<file path="config.mk">
export PLATFORM = sky130hd
export DESIGN_NAME = tmr_fault_manager
export DESIGN_NICKNAME = d
export VERILOG_FILES = /design/src/rtl/tmr_fault_manager_pkg.sv /design/src/rtl/tmr_fault_manager_lane_counter.sv /design/src/rtl/tmr_fault_manager.sv
export SDC_FILE = /design/constraint.sdc
export NUM_CORES = 1
export LEC_CHECK = 0
export ABC_AREA = 1
export CORE_ASPECT_RATIO = 1.2
export CORE_UTILIZATION = 55
export DETAILED_ROUTE_END_ITERATION = 7
export PLACE_DENSITY = 0.79
export SYNTH_ARGS = -nofsm -noshare
export SYNTH_HDL_FRONTEND = slang
export SYNTH_SLANG_ARGS = --single-unit
</file>
<file path="constraint.sdc">
create_clock -name clk -period 3.5 [get_ports clk]
set_input_delay 0.7 -clock clk [delete_from_list [all_inputs] [get_ports clk]]
set_output_delay 0.7 -clock clk [all_outputs]
set_load 0.01 [all_outputs]
</file>
<file path="src/rtl/tmr_fault_manager_pkg.sv">
// tmr_fault_manager_pkg
// Shared types and constants for the TMR fault manager: controller state
// encoding, lane indices, error-counter width and a helper that counts how
// many lanes have hit the masking threshold.
package tmr_fault_manager_pkg;

  typedef enum logic [1:0] {
    ST_NORMAL   = 2'd0,
    ST_RETRY    = 2'd1,
    ST_DEGRADED = 2'd2,
    ST_FAIL     = 2'd3
  } tmr_state_e;

  localparam int LANE_A    = 0;
  localparam int LANE_B    = 1;
  localparam int LANE_C    = 2;
  localparam int NUM_LANES = 3;

  // Wide enough for any threshold in 2..7.
  localparam int CNT_W = 3;

  function automatic logic [1:0] count_ones3(input logic [2:0] v);
    return {1'b0, v[0]} + {1'b0, v[1]} + {1'b0, v[2]};
  endfunction

endpackage

</file>
<file path="src/rtl/tmr_fault_manager_lane_counter.sv">
// tmr_lane_counter
// Per-lane error history counter. Counts up on inc and saturates at
// THRESHOLD. Counts down on dec and holds at zero. clr has priority over
// inc, and inc has priority over dec.
//
// Ports
//   clk           core clock
//   reset_n       asynchronous, active-low reset
//   inc           count one error on this lane
//   dec           decay step, applied only while the count is nonzero
//   clr           force the count to zero
//   count         current error count
//   at_threshold  count has reached THRESHOLD
module tmr_lane_counter
  import tmr_fault_manager_pkg::*;
#(
  parameter int THRESHOLD = 4
) (
  input  logic             clk,
  input  logic             reset_n,
  input  logic             inc,
  input  logic             dec,
  input  logic             clr,
  output logic [CNT_W-1:0] count,
  output logic             at_threshold
);

  localparam logic [CNT_W-1:0] SAT = CNT_W'(THRESHOLD);

  always_ff @(posedge clk or negedge reset_n) begin
    if (!reset_n) begin
      count <= '0;
    end else if (clr) begin
      count <= '0;
    end else if (inc) begin
      if (count < SAT) count <= count + 1'b1;
    end else if (dec) begin
      if (count != '0) count <= count - 1'b1;
    end
  end

  assign at_threshold = (count == SAT);

endmodule

</file>
<file path="src/rtl/tmr_fault_manager.sv">
// tmr_fault_manager
// Sequential controller beside the TMR majority voter. It counts per-lane
// disagreements, requests re-execution on each error, and masks a lane that
// keeps failing (degraded dual mode). When redundancy is exhausted it enters
// a sticky fatal state.
//
// state    | meaning
// ---------+-------------------------------------------------------------
// NORMAL   | all lanes voting; counting errors, decaying on clean checks
// RETRY    | retry_req_o held until the pipeline acks the flush
// DEGRADED | one lane masked; any further effective error is fatal
// FAIL     | sticky; only reset_n leaves this state
//
// Ports
//   clk            core clock
//   reset_n        asynchronous, active-low reset
//   check_valid_i  voter result committed this cycle
//   lane_err_i     per-lane disagreement flags {c, b, a}
//   no_majority_i  all three lanes differ pairwise
//   retry_ack_i    pipeline flushed and will re-execute
//   clear_i        software clear (ignored in FAIL)
//   retry_req_o    re-execute request, held until acked
//   lane_mask_o    lanes excluded from comparison
//   degraded_o     controller is in DEGRADED
//   fatal_o        sticky uncorrectable failure
//   irq_o          one-cycle pulse on entry to DEGRADED or FAIL
//   err_count_o    {cnt_c, cnt_b, cnt_a}
module tmr_fault_manager
  import tmr_fault_manager_pkg::*;
#(
  parameter int THRESHOLD    = 4,
  parameter int DECAY_WINDOW = 1024
) (
  input  logic                         clk,
  input  logic                         reset_n,
  input  logic                         check_valid_i,
  input  logic [NUM_LANES-1:0]         lane_err_i,
  input  logic                         no_majority_i,
  input  logic                         retry_ack_i,
  input  logic                         clear_i,
  output logic                         retry_req_o,
  output logic [NUM_LANES-1:0]         lane_mask_o,
  output logic                         degraded_o,
  output logic                         fatal_o,
  output logic                         irq_o,
  output logic [NUM_LANES*CNT_W-1:0]   err_count_o
);

  localparam int                WIN_W    = $clog2(DECAY_WINDOW);
  localparam logic [WIN_W-1:0]  WIN_LOAD = WIN_W'(DECAY_WINDOW - 1);

  tmr_state_e state;

  // Clean checks remaining before the next decay step. Reloading to
  // DECAY_WINDOW-1 means decay fires on the DECAY_WINDOW-th consecutive
  // clean check.
  logic [WIN_W-1:0] win_left;

  logic                              eff_err;
  logic                              clear_ok;
  logic                              decay_now;
  logic                              cnt_clr;
  logic                              cnt_dec;
  logic [NUM_LANES-1:0]              cnt_inc;
  logic [NUM_LANES-1:0]              at_thr;
  logic [NUM_LANES-1:0][CNT_W-1:0]   cnt;
  logic [1:0]                        n_at_thr;

  assign eff_err   = check_valid_i &
                     ((|(lane_err_i & ~lane_mask_o)) | no_majority_i);
  assign clear_ok  = clear_i & (state != ST_FAIL);
  assign decay_now = check_valid_i & ~eff_err & (win_left == '0);
  assign n_at_thr  = count_ones3(at_thr);

  // Counters only move in NORMAL. DEGRADED freezes them so the history that
  // caused the mask stays visible to software.
  always_comb begin
    cnt_clr = 1'b0;
    cnt_inc = '0;
    cnt_dec = 1'b0;
    if (clear_ok) begin
      cnt_clr = 1'b1;
    end else if (state == ST_NORMAL) begin
      if (eff_err) begin
        cnt_inc = no_majority_i ? '1 : (lane_err_i & ~lane_mask_o);
      end else if (decay_now) begin
        cnt_dec = 1'b1;
      end
    end
  end

  for (genvar i = 0; i < NUM_LANES; i++) begin : g_lane
    tmr_lane_counter #(
      .THRESHOLD (THRESHOLD)
    ) u_cnt (
      .clk          (clk),
      .reset_n      (reset_n),
      .inc          (cnt_inc[i]),
      .dec          (cnt_dec),
      .clr          (cnt_clr),
      .count        (cnt[i]),
      .at_threshold (at_thr[i])
    );
  end

  assign err_count_o = cnt;

  always_ff @(posedge clk or negedge reset_n) begin
    if (!reset_n) begin
      state       <= ST_NORMAL;
      win_left    <= WIN_LOAD;
      retry_req_o <= 1'b0;
      lane_mask_o <= '0;
      degraded_o  <= 1'b0;
      fatal_o     <= 1'b0;
      irq_o       <= 1'b0;
    end else begin
      irq_o <= 1'b0;
      if (clear_ok) begin
        state       <= ST_NORMAL;
        win_left    <= WIN_LOAD;
        retry_req_o <= 1'b0;
        lane_mask_o <= '0;
        degraded_o  <= 1'b0;
      end else begin
        case (state)
          ST_NORMAL: begin
            if (eff_err) begin
              state       <= ST_RETRY;
              retry_req_o <= 1'b1;
              win_left    <= WIN_LOAD;
            end else if (check_valid_i) begin
              win_left <= decay_now ? WIN_LOAD : win_left - 1'b1;
            end
          end

          ST_RETRY: begin
            if (retry_ack_i) begin
              retry_req_o <= 1'b0;
              case (n_at_thr)
                2'd0: state <= ST_NORMAL;
                2'd1: begin
                  // Mask is all-zero in NORMAL/RETRY, so at_thr is the mask.
                  state       <= ST_DEGRADED;
                  lane_mask_o <= at_thr;
                  degraded_o  <= 1'b1;
                  irq_o       <= 1'b1;
                end
                default: begin
                  state   <= ST_FAIL;
                  fatal_o <= 1'b1;
                  irq_o   <= 1'b1;
                end
              endcase
            end
          end

          ST_DEGRADED: begin
            if (eff_err) begin
              state      <= ST_FAIL;
              degraded_o <= 1'b0;
              fatal_o    <= 1'b1;
              irq_o      <= 1'b1;
            end
          end

          ST_FAIL: begin
          end

          default: state <= ST_FAIL;
        endcase
      end
    end
  end

endmodule
</file>
### After elaboration in Yosys (flattened, before gate mapping)

Index checks and enable logic that the tools add are counted.

* register bits after elaboration: 28
* output and inout port bits: 16

* add/subtract/negate cells: 9
* magnitude comparators: 3
* equality and inequality tests: 17
* muxes and demuxes: 56
* bitwise operators: 9
* reduce and logical (&&, ||, !) cells: 32

Operators by type and width (count)
* 3-bit 2-to-1 mux: 23
* 10-bit 2-to-1 mux: 5
* 3-bit nonzero test: 12
* 1-bit 2-to-1 mux: 18
* 3-bit AND reduction: 5
* 3-bit != test (second input constant): 4
* 10-bit logical NOT: 1
* 2-bit nonzero test: 5
* 10-bit by 1-bit subtractor with 10-bit output (second input constant): 1
* 3-bit by 1-bit adder with 3-bit output (second input constant): 3
* 3-bit equality test (second input constant): 3
* 3-bit less-than comparator (second input constant): 3
* 3-bit by 2-bit != test with 1-bit output (second input constant): 3
* 3-bit by 1-bit subtractor with 3-bit output (second input constant): 3
* 2-bit 2-to-1 mux: 4
* 2-bit != test (second input constant): 4
* 1-bit one-hot mux with 2 select lines: 4
* 4-bit AND reduction: 2
* 2-bit one-hot mux with 3 select lines: 1
* 5-bit AND reduction: 1
* 1-bit AND: 4
* 2-bit by 1-bit equality test with 1-bit output (second input constant): 2
* 2-bit logical NOT: 2
* 2-bit one-hot mux with 2 select lines: 1
* other kinds (11): 12

### Logic depth before layout (Yosys ltp)

* depth after elaboration: 15
* mapped depth: 13
* depth with buffers taken out: 13

### Hierarchy

From an unflattened synthesis, not the netlist that was laid out.

* cell total of the unflattened synthesis: 266
* area, all modules: 2000.7 sq um

Modules (own cells, without submodules)
* tmr_fault_manager: times used 1, cells each 161, area an instance 1251.2 sq um
* tmr_lane_counter (g_lane[0].u_cnt ...): times used 2, cells each 35, area an instance 249.0 sq um
* tmr_lane_counter (g_lane[2].u_cnt): times used 1, cells each 35, area an instance 251.5 sq um

### Worst setup path before layout

No wires, ideal clock.

* kind: reg-to-reg
* from: register state[0]
* to: register g_lane[0].u_cnt.count[2]
* library setup time: 0.117 ns
* arrival time: 1.769 ns
* path slack: 1.614 ns
* cell stages (with the launch flop): 14
* buffers on the path: 0
* period minus slack after synthesis: 1.886 ns
* cell sequence: dfrtp_1 > inv_1 > ha_1 > nand2_2 > clkinv_2 > nand3_2 > inv_1 > fa_1 > inv_1 > nand2_1 > nand2_1 > nor2_1 > nand3_1 > nand2_1

* longest elaborated chain between the ends: 5

RTL lines
* start, declared: line tmr_fault_manager.sv:52 `tmr_state_e state;`
* start signal, assigned: line tmr_fault_manager.sv:110 `state <= ST_NORMAL;`
* start signal, assigned: line tmr_fault_manager.sv:120 `state <= ST_NORMAL;`
* start signal, assigned: line tmr_fault_manager.sv:129 `state <= ST_RETRY;`
* 2-bit != test / 2-bit logical NOT (equally long branches): line tmr_fault_manager.sv:71, tmr_fault_manager.sv:83
* 1-bit AND, or another cell as far along: line tmr_fault_manager.sv:71 `assign clear_ok = clear_i & (state != ST_FAIL);`
* 1-bit 2-to-1 mux / 3-bit 2-to-1 mux (equally long branches): line tmr_fault_manager.sv:81 `if (clear_ok) begin`
* 3-bit by 2-bit != test with 1-bit output (no source line), or another cell as far along
* 3-bit AND reduction (no source line) / 3-bit 2-to-1 mux (equally long branches)
* end signal, assigned: line tmr_fault_manager_lane_counter.sv:36 `if (count < SAT) count <= count + 1'b1;`
* end signal, assigned: line tmr_fault_manager_lane_counter.sv:38 `if (count != '0) count <= count - 1'b1;`
* end, declared: line tmr_fault_manager_lane_counter.sv:24 `output logic [CNT_W-1:0] count,`

Several ways; a longest one is shown, not always the timed one.
A chain may end at the register's enable or synchronous reset.

### Worst setup path in the final report

* from: input clear_i
* to: register g_lane[0].u_cnt.count[2]

* longest elaborated chain between the ends: 4

RTL lines
* start, declared: line tmr_fault_manager.sv:40 `input logic clear_i,`
* 1-bit AND (*): line tmr_fault_manager.sv:71
* 1-bit 2-to-1 mux / 3-bit 2-to-1 mux (equally long branches): line tmr_fault_manager.sv:81
* 3-bit by 2-bit != test with 1-bit output (no source line), or another cell as far along
* 3-bit AND reduction (no source line) / 3-bit 2-to-1 mux (equally long branches)

Every way passes the cells marked *; elsewhere a longest branch is shown, timed or not.

==> results.yml <==
detailed_routing:
  viasPerCell: 5.27
  drc: 6
  drtIter0Drc: 71
  drt_pass1_iterations: 6
  routed_wl_um: 3930
  routedWlPerCell_um: 11.8
  vias: 1749
  ant_nets: 0
grt:
  grtUsageTotal_pct: 22.2
  antenna_found_initial: 0
  grt_pass1_wl_um: 6730
  globalRouteOverflowTotal: 0
  grt_max_degree: 24
  grt_pass1_vias: 1612
floorplan:
  fp.dieArea_um2: 3900
  start_util_pct: 58.6
  dieHeight_um: 68.2
  io_pins: 25
  coreArea_um2: 3420
  fp.dieW_um: 57.1
  rows: 23
run_status:
  status: "finished, violations left"
  failed_checks: "design-rule violations"
worst_hold_path:
  hold_depth: 2
  hold_class: "flop to flop"
  hp-start: "degraded_o$_DFFE_PN0P_"
  holdPathEnd: "degraded_o$_DFFE_PN0P_"
clock_network:
  clk_pin_slew_ns: 0.10
  cts_sinks: 28
  clk_latency_ns: 0.28
  cts_buffer_depth: 2
  cts_root_buffer: "clkbuf_8"
  cts_tree: "built"
  cts_max_level: 1
  post-cts-setup-buffers: 0
  cts_buffers: 3
  post_cts_resized: 0
  ctsHoldBuffers: 0
worst_setup_path:
  worstSetupStartpointType: "primary input"
  critPathTopFamily: "buffers and inverters"
  crit_buf_inv: 3
  slowest_delay_ns: 0.61
  r2r_slack_ns: 1.36
  path_common_cell: "nand2_1"
  reg2reg_from: "state[0]$_DFFE_PN0P_"
  criticalPathCategory: "primary input to flop"
  path_max_fanout: 17
  crit_chain: "clkdlybuf4s50_1, nand2_4, nand3_2, inv_1, fa_1, inv_1, nand2_1, nand2_1, nor2_1, nand3_1, nand2_1"
  critPathSlowestCell: "clkdlybuf4s50_1"
  required_ns: 3.68
  cp.arrival_ns: 2.46
  ff2ff_path_depth: 13
  r2r-end: "g_lane[0].u_cnt.count[2]$_DFFE_PN0P_"
  worstSetupEndpointType: "flop"
placed_design:
  dp.cells: 328
  portBuffers: 24
  dp_slack_ns: 0.943
  hpwl_um: 3000
  gp_congestion: 0.896
finish:
  area_delta_synth_final_pct: 16.3
  diodes: 0
  final_util_pct: 68.2
  drive_above_1_share_pct: 16.6
  stdcell_count: 332
  nets: 315
yosys:
  synthArstFlopShare_pct: 100
  yosysTopAreaCell: "dfrtp_1"
  synth.distinct_cells: 32
  synth_edf_count: 0
  synth.avg_cell_area_um2: 7.52
  yosysWarningCount: 0
  ys.flop_type: "dfrtp_1"
  synth_area_leaders: "dfrtp_1, nand2_1, dfstp_2, inv_1, nand3_1"
  syn-num-nets: 286
  synth_area_um2: 2010
  ys_ff_latch: 28
  synth_top_area_share_pct: 22.4
  ys_seq_area_share_pct: 35.5
  netlist_instances: 267
timing:
  setup_viol: 0
  worstMarginPinSlew_ns: 1.03
  relSlewSlack_pct: 31.2
  hold_viol: 0
  fin_ws_ns: 1.22
  finalCriticalPeriod_ns: 2.28
  fin_worst_skew_ns: 0.00614
  period_share_pct: 65.2
  setup_tns_ns: 0
  finalMaxSlewViolations: 0
  clock.fmax_mhz: 438
  grt_setup_unrepaired: "no"
power_and_ir_drop:
  powerDensity_nw_per_um2: 631
  peakVddDrop_v: 0.000398
  p_total_uw: 1470
  p_leak_uw: 0.00115
flow_run:
  drv_cap: 0
[layer usage]
layer  routed length (um)  track usage [%]  part of all wire, %  up-vias
li1                     -                -                    -      901
met1                 1790             27.7                   46      808
met2                 1950             39.7                   50       35
met3                  128             2.46                  3.3        5
met4                   54             8.54                  1.4        0
met5                    0                0                    0        -
[through the flow]
step | hold WS (ns) | cell area, um^2
2_1_floorplan | 0.404 | 2010
3_3_place_gp | 0.452 | 2290
3_5_place_dp | 0.461 | 2290
4_1_cts | 0.485 | 2330
5_1_grt | 0.519 | 2330
6_report | 0.478 | 2330
[worst register-to-register path, cell delays in order, from the launching register on]
cell and delay (ns):
dfrtp_1 0.45, inv_1 0.09, ha_1 0.27, nand2_2 0.13
clkinv_2 0.15, nand3_2 0.15, inv_1 0.06, fa_1 0.38
inv_1 0.06, nand2_1 0.05, nand2_1 0.06, nor2_1 0.04
nand3_1 0.08, nand2_1 0.05
[where the power goes]
part	switching [uW]	total [uW]	internal [uW]
Clock	102	184	81.8
Sequential	85.9	494	408
Combinational	462	795	333
[how the worst max path moves through the flow]
| stage | start | to | cells after the start |
|---|---|---|---|
| final | clear_i | g_lane[0].u_cnt.count[2]$_DFFE_PN0P_ | 11 |
| after global routing | clear_i | g_lane[1].u_cnt.count[2]$_DFFE_PN0P_ | 10 |
| after CTS | clear_i | g_lane[0].u_cnt.count[2]$_DFFE_PN0P_ | 11 |
| after detailed placement | clear_i | g_lane[0].u_cnt.count[2]$_DFFE_PN0P_ | 11 |
| after global placement | clear_i | g_lane[2].u_cnt.count[2]$_DFFE_PN0P_ | 11 |
| after floorplan | state[0]$_DFFE_PN0P_ | g_lane[0].u_cnt.count[2]$_DFFE_PN0P_ | 13 |
[flip-flops by register name, summed over array words and instances, names as in the netlist]
signal and flops:
win_left 10, g_lane.u_cnt.count 9, lane_mask_o 3, state 2, degraded_o 1, fatal_o 1
irq_o 1, retry_req_o 1
[area by class of cell]
cell class	instances	area [um^2]
multi-input combinational	195	1120
fill	313	1090
sequential	28	713
timing repair buffer	26	255
inverter	42	159
tap	37	46.3
clock buffer	4	45.0
[synthesized netlist by cell type, types with 4 or more instances]
| master | n |
|---|---|
| nand2_1 | 74 |
| inv_1 | 38 |
| nand3_1 | 26 |
| nor2_1 | 20 |
| dfrtp_1 | 18 |
| dfstp_2 | 10 |
| nand4_1 | 10 |
| o21ai_0 | 10 |
| nand2_2 | 7 |
| nand2_4 | 7 |
| a21oi_1 | 6 |
| ha_1 | 6 |
| fa_1 | 4 |
| nor2_2 | 4 |
[cells by family after synthesis]
kind of cell	count (synthesis)	synth area share (%)
buffers and inverters	44	8.85
AND/OR/NAND/NOR	159	39.3
AO/OA/AOI/OAI	23	7.30
XOR/XNOR	3	1.31
adder cells (fa/ha/maj)	10	7.73
flip-flops	28	35.5
[cells in the final DEF (no fill, tap or decap)]
cell	n
nand3_1	26
o31ai_1	1
clkbuf_1	1
o21ai_1	2
or2_2	2
buf_4	2
nor3_2	1
clkdlybuf4s50_1	24
o21ai_4	1
nand4_1	10
xnor2_1	1
clkinv_2	1
inv_1	38
dfstp_2	10
nor2_1	20
nor2_4	3
clkbuf_8	3
o211ai_1	1
a21oi_4	1
fa_1	4
nor2_2	4
inv_2	3
a21oi_1	6
nor3_1	2
dfrtp_1	18
o21ai_0	10
nand3_2	2
nand2_4	7
xor2_1	2
nand2_2	7
nand2_1	74
or2_4	1
a21oi_2	1
ha_1	6
Power figures use the tool's default switching activity.
